## src/rtl/uart_pkg.sv

```systemverilog
// Shared definitions for the UART transmit arbiter: FSM state encoding
// and the default byte width handed to the transmitter.
package uart_pkg;

    localparam int DEFAULT_DATA_WIDTH = 8;

    typedef logic [1:0] arb_state_t;

    localparam arb_state_t ST_IDLE   = 2'd0;
    localparam arb_state_t ST_SEND   = 2'd1;
    localparam arb_state_t ST_LOCKED = 2'd2;

endpackage

```

## src/rtl/uart_tx_arbiter_rr_pick.sv

```systemverilog
// Combinational round-robin search: picks the first asserted request at or
// above ptr, wrapping to the lowest asserted request below ptr.
module rr_pick #(
    parameter  int NUM_REQ = 4,
    localparam int IDX_W   = (NUM_REQ > 1) ? $clog2(NUM_REQ) : 1
) (
    input  logic [NUM_REQ-1:0] req,
    input  logic [IDX_W-1:0]   ptr,
    output logic [NUM_REQ-1:0] grant,
    output logic [IDX_W-1:0]   idx,
    output logic               any
);

    logic             hi_any;
    logic [IDX_W-1:0] hi_idx;
    logic [IDX_W-1:0] lo_idx;

    // Descending scan so the final hit is the lowest index in each half.
    always_comb begin
        hi_any = 1'b0;
        hi_idx = '0;
        lo_idx = '0;
        any    = 1'b0;
        for (int i = NUM_REQ - 1; i >= 0; i--) begin
            if (req[i]) begin
                any    = 1'b1;
                lo_idx = IDX_W'(i);
            end
            if (req[i] && (IDX_W'(i) >= ptr)) begin
                hi_any = 1'b1;
                hi_idx = IDX_W'(i);
            end
        end
        idx = hi_any ? hi_idx : lo_idx;
    end

    // One-hot view of the chosen index, empty when nothing requests.
    always_comb begin
        grant = '0;
        for (int i = 0; i < NUM_REQ; i++) begin
            grant[i] = any && (idx == IDX_W'(i));
        end
    end

endmodule

```

## src/rtl/uart_tx_arbiter.sv

```systemverilog
// Round-robin arbiter sharing one UART transmitter among NUM_REQ byte
// sources, with an optional packet lock that keeps the grant across
// consecutive bytes and a timeout that forcibly releases an idle lock.
module uart_tx_arbiter
    import uart_pkg::*;
#(
    parameter  int NUM_REQ      = 4,
    parameter  int DATA_WIDTH   = DEFAULT_DATA_WIDTH,
    parameter  int LOCK_TIMEOUT = 1024,
    localparam int IDX_W        = (NUM_REQ > 1) ? $clog2(NUM_REQ) : 1
) (
    input  logic                          clk,
    input  logic                          reset_n,
    input  logic [NUM_REQ-1:0]            req_valid,
    input  logic [NUM_REQ*DATA_WIDTH-1:0] req_data,
    input  logic [NUM_REQ-1:0]            req_lock,
    output logic [NUM_REQ-1:0]            req_ready,
    output logic [DATA_WIDTH-1:0]         tx_data,
    output logic                          tx_valid,
    input  logic                          tx_ready,
    output logic [IDX_W-1:0]              grant_id,
    output logic                          busy,
    output logic                          lock_timeout
);

    localparam int               CNT_W    = (LOCK_TIMEOUT > 1) ? $clog2(LOCK_TIMEOUT) : 1;
    localparam logic [CNT_W-1:0] CNT_LAST = CNT_W'(LOCK_TIMEOUT - 1);

    arb_state_t            state;
    logic [IDX_W-1:0]      rr_ptr;
    logic [IDX_W-1:0]      owner;
    logic [DATA_WIDTH-1:0] hold;
    logic [CNT_W-1:0]      tcnt;
    logic                  timeout_q;

    logic [NUM_REQ-1:0]    pick_grant;
    logic [IDX_W-1:0]      pick_idx;
    logic                  pick_any;
    logic [DATA_WIDTH-1:0] pick_data;
    logic [DATA_WIDTH-1:0] owner_data;
    logic                  owner_valid;
    logic                  owner_lock;
    logic [IDX_W-1:0]      next_ptr;
    logic [NUM_REQ-1:0]    owner_oh;

    rr_pick #(.NUM_REQ(NUM_REQ)) u_pick (
        .req   (req_valid),
        .ptr   (rr_ptr),
        .grant (pick_grant),
        .idx   (pick_idx),
        .any   (pick_any)
    );

    assign pick_data   = req_data[pick_idx*DATA_WIDTH +: DATA_WIDTH];
    assign owner_data  = req_data[owner*DATA_WIDTH +: DATA_WIDTH];
    assign owner_valid = req_valid[owner];
    assign owner_lock  = req_lock[owner];
    // Pointer moves one past the releasing owner so it is searched last next time.
    assign next_ptr    = (owner == IDX_W'(NUM_REQ - 1)) ? '0 : owner + 1'b1;

    // One-hot select of the current owner for packet-mode accepts.
    always_comb begin
        owner_oh = '0;
        for (int i = 0; i < NUM_REQ; i++) begin
            owner_oh[i] = (owner == IDX_W'(i));
        end
    end

    // FSM, hold register, round-robin pointer and lock idle counter.
    always_ff @(posedge clk) begin
        if (!reset_n) begin
            state     <= ST_IDLE;
            rr_ptr    <= '0;
            owner     <= '0;
            hold      <= '0;
            tcnt      <= '0;
            timeout_q <= 1'b0;
        end else begin
            timeout_q <= 1'b0;
            case (state)
                ST_IDLE: begin
                    if (pick_any) begin
                        hold  <= pick_data;
                        owner <= pick_idx;
                        state <= ST_SEND;
                    end
                end
                ST_SEND: begin
                    if (tx_ready) begin
                        if (owner_lock) begin
                            state <= ST_LOCKED;
                            tcnt  <= '0;
                        end else begin
                            state  <= ST_IDLE;
                            rr_ptr <= next_ptr;
                        end
                    end
                end
                ST_LOCKED: begin
                    // A pending byte wins even if the lock request drops this cycle.
                    if (owner_valid) begin
                        hold  <= owner_data;
                        state <= ST_SEND;
                    end else if (!owner_lock) begin
                        state  <= ST_IDLE;
                        rr_ptr <= next_ptr;
                    end else if (tcnt == CNT_LAST) begin
                        state     <= ST_IDLE;
                        rr_ptr    <= next_ptr;
                        timeout_q <= 1'b1;
                    end else begin
                        tcnt <= tcnt + 1'b1;
                    end
                end
                default: state <= ST_IDLE;
            endcase
        end
    end

    // Output decode; everything is forced quiet while reset_n is low.
    always_comb begin
        req_ready = '0;
        tx_valid  = 1'b0;
        tx_data   = '0;
        grant_id  = '0;
        busy      = 1'b0;
        if (reset_n) begin
            busy = (state != ST_IDLE);
            case (state)
                ST_IDLE: begin
                    req_ready = pick_grant;
                    grant_id  = rr_ptr;
                end
                ST_SEND: begin
                    tx_valid = 1'b1;
                    tx_data  = hold;
                    grant_id = owner;
                end
                ST_LOCKED: begin
                    req_ready = owner_oh;
                    grant_id  = owner;
                end
                default: begin
                    grant_id = rr_ptr;
                end
            endcase
        end
    end

    assign lock_timeout = reset_n & timeout_q;

endmodule

```

## config.mk

```make
export PLATFORM = sky130hd
export DESIGN_NAME = uart_tx_arbiter
export DESIGN_NICKNAME = d
export VERILOG_FILES = /design/src/rtl/uart_pkg.sv /design/src/rtl/uart_tx_arbiter_rr_pick.sv /design/src/rtl/uart_tx_arbiter.sv
export SDC_FILE = /design/constraint.sdc
export NUM_CORES = 1
export LEC_CHECK = 0
export ABC_AREA = 1
export BUFFER_PORTS_ARGS = -buffer_cell sky130_fd_sc_hd__buf_2
export CELL_PAD_IN_SITES_DETAIL_PLACEMENT = 1
export CELL_PAD_IN_SITES_GLOBAL_PLACEMENT = 1
export CORE_MARGIN = 2
export CORE_UTILIZATION = 39
export CTS_BUF_LIST = sky130_fd_sc_hd__clkbuf_2
export DETAILED_ROUTE_END_ITERATION = 10
export PLACE_DENSITY_LB_ADDON = 0.1
export RECOVER_POWER = 100
export SLEW_MARGIN = 5
export SYNTH_ARGS = -nofsm -noshare
export SYNTH_HDL_FRONTEND = slang
export SYNTH_HIERARCHICAL = 1
export SYNTH_SLANG_ARGS = --single-unit
```

## constraint.sdc

```tcl
create_clock -name clk -period 5.1 [get_ports clk]
set_input_delay 1.02 -clock clk [delete_from_list [all_inputs] [get_ports clk]]
set_output_delay 1.02 -clock clk [all_outputs]
set_load 0.01 [all_outputs]
```

After elaboration in Yosys (flattened, before gate mapping)
Index checks and enable logic that the tools add are counted.
{"block": "classes", "n_eq_ne": 19, "magnitude_cmp": 5, "muxes": 54, "bitwise": 4, "shifts": 2, "n_reduce_logical": 21, "addsub": 2}
{"operator": "32-bit by 6-bit indexed part select with 8-bit output", "n": 2}
{"operator": "10-bit 2-to-1 mux", "n": 5}
{"operator": "2-bit 2-to-1 mux", "n": 23}
{"operator": "8-bit 2-to-1 mux", "n": 4}
{"operator": "10-bit case mux with 2 select lines", "n": 1}
{"operator": "8-bit case mux with 2 select lines", "n": 1}
{"operator": "1-bit 2-to-1 mux", "n": 14}
{"operator": "2-bit inequality test, second input constant", "n": 7}
{"operator": "10-bit by 1-bit adder with 10-bit output, second input constant", "n": 1}
{"operator": "10-bit == test, second input constant", "n": 1}
{"operator": "2-bit == test, second input constant", "n": 5}
{"operator": "1-bit logical AND", "n": 8}
{"operator": "4-bit case mux with 2 select lines", "n": 1}
{"operator": "2-bit by 1-bit == test with 1-bit output, second input constant", "n": 3}
{"operator": "2-bit zero test", "n": 3}
{"operator": "2-bit case mux with 3 select lines", "n": 1}
{"operator": "3-bit AND reduction", "n": 2}
{"operator": "6-bit AND reduction", "n": 1}
{"operator": "2-bit nonzero test", "n": 3}
{"operator": "5-bit AND reduction", "n": 1}
{"operator": "1-bit binary-select mux with 2-bit select", "n": 2}
{"operator": "1-bit by 2-bit >= comparator with 1-bit output, first input constant", "n": 2}
{"operator": "2-bit >= comparator, first input constant", "n": 2}
{"operator": "4-bit 2-to-1 mux", "n": 1}
{"operator": "11 further kinds", "n": 13}
{"block": "word_totals", "wordCells": 113, "regBits": 25}

Longest topological paths before layout
{"block": "logic_depth", "word_depth": 11, "depth_mapped": 16}

Hierarchy
The synthesis kept the hierarchy.
{"module": "uart_tx_arbiter", "seq_area_each_um2": 500.5, "cells_per_inst": 319, "n_inst": 1, "area_each_um2": 1926.8}
{"module": "rr_pick", "seq_area_each_um2": 0.0, "cells_per_inst": 29, "n_inst": 1, "area_each_um2": 136.4}

Worst setup path after synthesis
No wires, ideal clock.
{"block": "synth_timing", "path_kind": "input-to-output", "start": "input port req_valid[1]", "end": "output port req_ready[3]", "path_stages": 7, "setup_slack_ps": 2320, "n_path_buf": 0, "required_time_ps": 4080, "arrival_time_ps": 1760, "cell_sequence": "inv_1 > nor2_2 > nor2_1 > nand3_2 > a21oi_1 > nand2_1 > a21oi_1"}
{"block": "synth_via", "elab_chain_cells": 8, "elab_cells_between_ends": 14}
{"element": "start, declared", "line": "uart_tx_arbiter.sv:14", "text": "input logic [NUM_REQ-1:0] req_valid,"}
{"element": "1-bit logical AND", "line": "uart_tx_arbiter_rr_pick.sv:29", "text": "if (req[i] && (IDX_W'(i) >= ptr)) begin"}
{"element": "2-bit 2-to-1 mux or 1-bit 2-to-1 mux (tied branches) (2 in series)", "line": "uart_tx_arbiter_rr_pick.sv:29"}
{"element": "2-bit 2-to-1 mux", "line": "uart_tx_arbiter_rr_pick.sv:34", "text": "idx = hi_any ? hi_idx : lo_idx;"}
{"element": "2-bit == test", "line": "uart_tx_arbiter_rr_pick.sv:41", "text": "grant[i] = any && (idx == IDX_W'(i));"}
{"element": "1-bit logical AND *", "line": "uart_tx_arbiter_rr_pick.sv:41"}
{"element": "net pick_grant[3]", "line": "uart_tx_arbiter.sv:36", "text": "logic [NUM_REQ-1:0] pick_grant;"}
{"element": "4-bit case mux with 2 select lines *", "line": "uart_tx_arbiter.sv:129", "text": "case (state)"}
{"element": "4-bit 2-to-1 mux *", "line": "uart_tx_arbiter.sv:127", "text": "if (reset_n) begin"}
{"element": "end, declared", "line": "uart_tx_arbiter.sv:17", "text": "output logic [NUM_REQ-1:0] req_ready,"}
The timed path passes the listed nets; every way through them passes the cells marked *.

Worst setup path in the final report
{"block": "layout_timing", "start": "input port reset_n", "end": "output port req_ready[1]"}
{"block": "layout_via", "elab_chain_cells": 1}
{"element": "start, declared", "line": "uart_tx_arbiter.sv:13", "text": "input logic reset_n,"}
{"element": "4-bit 2-to-1 mux", "line": "uart_tx_arbiter.sv:127"}
No other way between the ends.

==> results.json <==
{
  "status": "finished clean",
  "met3_length_um": 128,
  "p_per_area_nw_per_um2": 457,
  "skew_ns": 0.00685,
  "clkPwrFrac_pct": 7.5,
  "syn_inst": 348,
  "grt_pass1_wl_um": 10100,
  "core_sq_um": 5110,
  "p_sw_share_pct": 55.4,
  "postCtsSetupRepairBufs": 0,
  "syn_nets": 400,
  "final_area_sq_um": 2360,
  "synth.distinct_cells": 30,
  "ios": 60,
  "arrival_ns": 2.48,
  "cts_buffer_depth": 2,
  "grt_usage_pct": 20.3,
  "cts_tree": "built",
  "dr_wl_met2_um": 2850,
  "rsz0062_at_grt": "no",
  "final_core_util_pct": 46.1,
  "r2r_setup_slack_ns": 2.13,
  "synth-seq-area-share_pct": 24.3,
  "grt_max_degree": 21,
  "power.switching_mw": 0.597,
  "r2r_end": "hold[5]",
  "netlist_area_sq_um": 2060,
  "timing.rr.start": "state[0]",
  "p_total_mw": 1.08,
  "syn_area_per_cell_sq_um": 5.93,
  "endpoint_kind": "output pin",
  "finalSetupViolCount": 0,
  "rows": 26,
  "clock_latency_ns": 0.35,
  "ys_ff_latch": 25,
  "wirelength_met1_um": 2810,
  "drt-total-wl_um": 5830,
  "antennaDiodeCount": 0,
  "layout.nets": 455,
  "internal-power_mw": 0.480,
  "p_seq_share_pct": 25.9,
  "wl_per_cell_um": 12.3,
  "drc": 0,
  "fin_crit_sh_pct": 68.6,
  "drt_iter0_drc": 65,
  "maxSlewViolCount": 0,
  "relSlewSlack_pct": 45.4,
  "dp_cells": 468,
  "fmaxAchievable_mhz": 286,
  "p_leak_nw": 1.07,
  "area_growth_pct": 14.2,
  "fin_crit_ns": 3.50,
  "gp_congestion": 0.748,
  "drive_gt1_share_pct": 16.4,
  "cp_max_fo": 20,
  "dr.pass1.iters": 4,
  "hold_start": "tcnt[6]",
  "grt_overflow": 0,
  "fin_ws_ns": 1.60,
  "final_cell_count_no_fill": 472,
  "place_ws_ns": 2.06,
  "clk_pin_slew_ns": 0.25,
  "worstHoldEndpoint": "tcnt[6]",
  "final.setup.tns_ns": 0,
  "viasPerCell": 4.85,
  "hp-class": "register to register",
  "r2r_cells": 12,
  "numCtsBuffers": 3,
  "die_x_um": 76.7,
  "critPathRequiredTime_ns": 4.08,
  "first_global_vias": 2285,
  "vias": 2290,
  "setup.worst_path.class": "input port to output pin",
  "ys_warn_count": 6,
  "design.die.area_sq_um": 5890,
  "hpwl_um": 4620,
  "start_util_pct": 40.4,
  "numPortBuffers": 59,
  "power_frac_comb_pct": 66.6,
  "cts.repair.resized": 0,
  "antenna_found_initial": 0,
  "fill_cells": 782,
  "timing.hold.ws_ns": 0.512,
  "antenna_left": 0,
  "routed.top_layer": "met4",
  "dpl_cell_area_sq_um": 2380,
  "whs_path_depth": 2,
  "peakVddDrop_mv": 0.220,
  "cts_root_buf": "clkbuf_2",
  "finalHoldViolCount": 0,
  "fp.dieH_um": 76.7,
  "start_kind": "input port",
  "cts_max_level": 1,
  "cap_violations": 0,
  "numClockSinks": 25,
  "worst_slew_pin_slew_ns": 0.820,
  "postCtsHoldBufs": 0
}
## flip-flops by register name, summed over array words and instances (netlist names)
register	count
hold	8
owner	2
rr_ptr	2
state	2
tcnt	10
timeout_q	1
## how the worst max path moves through the flow
stage / end / depth (start not counted) / slack [ns] / start
after floorplan: req_ready[3] / 7 / 2.32 / req_valid[1]
after global placement: req_ready[2] / 10 / 2.10 / req_valid[1]
after detailed placement: req_ready[3] / 9 / 2.06 / req_valid[0]
after CTS: req_ready[3] / 9 / 2.05 / req_valid[0]
after global routing: req_ready[1] / 4 / 1.36 / reset_n
final: req_ready[1] / 4 / 1.60 / reset_n
## cell families after synthesis
| family | share of synthesized area (%) |
|---|---|
| simple gates | 44.8 |
| flops | 24.3 |
| xor+xnor | 1.27 |
| buf+inv | 9.70 |
| fa+ha+maj | 5.46 |
| compound gates | 14.6 |
## placed cells by master (no fill, tap or decap), types with 2 or more instances in the layout
cell / instances
nand4_1: 3
nand3_2: 4
ha_1: 9
or2_2: 2
nand2_1: 91
nor2_4: 2
xor2_1: 2
dfxtp_1: 25
o21ai_0: 24
clkbuf_2: 3
clkbuf_1: 18
buf_2: 41
inv_2: 3
nand3_1: 20
o21bai_1: 3
o21ai_2: 2
a21oi_1: 22
nor2_1: 79
o21ai_1: 3
inv_1: 33
nand2_2: 5
## worst max-delay path, stage by stage
cell and delay (ns):
clkbuf_1 0.60, inv_1 0.45, a21oi_1 0.23, clkbuf_1 0.17
## area by class of cell
type	instances	area (sq um)	share of cell area (%)
repair buffers	59	273	11.6
multi-input cells	278	1340	56.9
clock inverters	1	5.00	0.212
inverters	36	135	5.74
clock buffers	3	15.0	0.637
flip-flops and latches	25	500	21.2
well taps	70	87.6	3.72
## power by group through the flow
| stage | registers, mW | logic, mW | clock network [mW] |
|---|---|---|---|
| after CTS | 0.280 | 0.757 | 0.0845 |
| after global routing | 0.286 | 0.845 | 0.0904 |
| after floorplan | 0.275 | 0.586 | 0 |
| after detailed placement | 0.285 | 0.750 | 0 |
| after global placement | 0.283 | 0.734 | 0 |
| final | 0.279 | 0.718 | 0.0805 |
## cell usage after synthesis, drive strengths merged
cell type | count | share of area, %
buf | 8 | 3.0
xor2 | 2 | 0.85
nor2 | 82 | 16
clkbuf | 1 | 0.18
nand2 | 96 | 19
dfxtp | 25 | 24
o21bai | 3 | 1.1
and2 | 1 | 0.30
o21ai | 29 | 7.4
or2 | 2 | 0.61
xnor2 | 1 | 0.42
o22ai | 1 | 0.30
nand4 | 3 | 0.91
nand3 | 25 | 7.6
ha | 9 | 5.5
inv | 36 | 6.5
nor3b | 1 | 0.36
a21oi | 23 | 5.8
## routing by layer
metal	GRT usage [%]	vias to the layer above
met4	3.82	0
met1	26.5	1052
li1	-	1203
met5	0	-
met3	1.53	4
met2	36.9	31
Power figures use the tool's default switching activity.
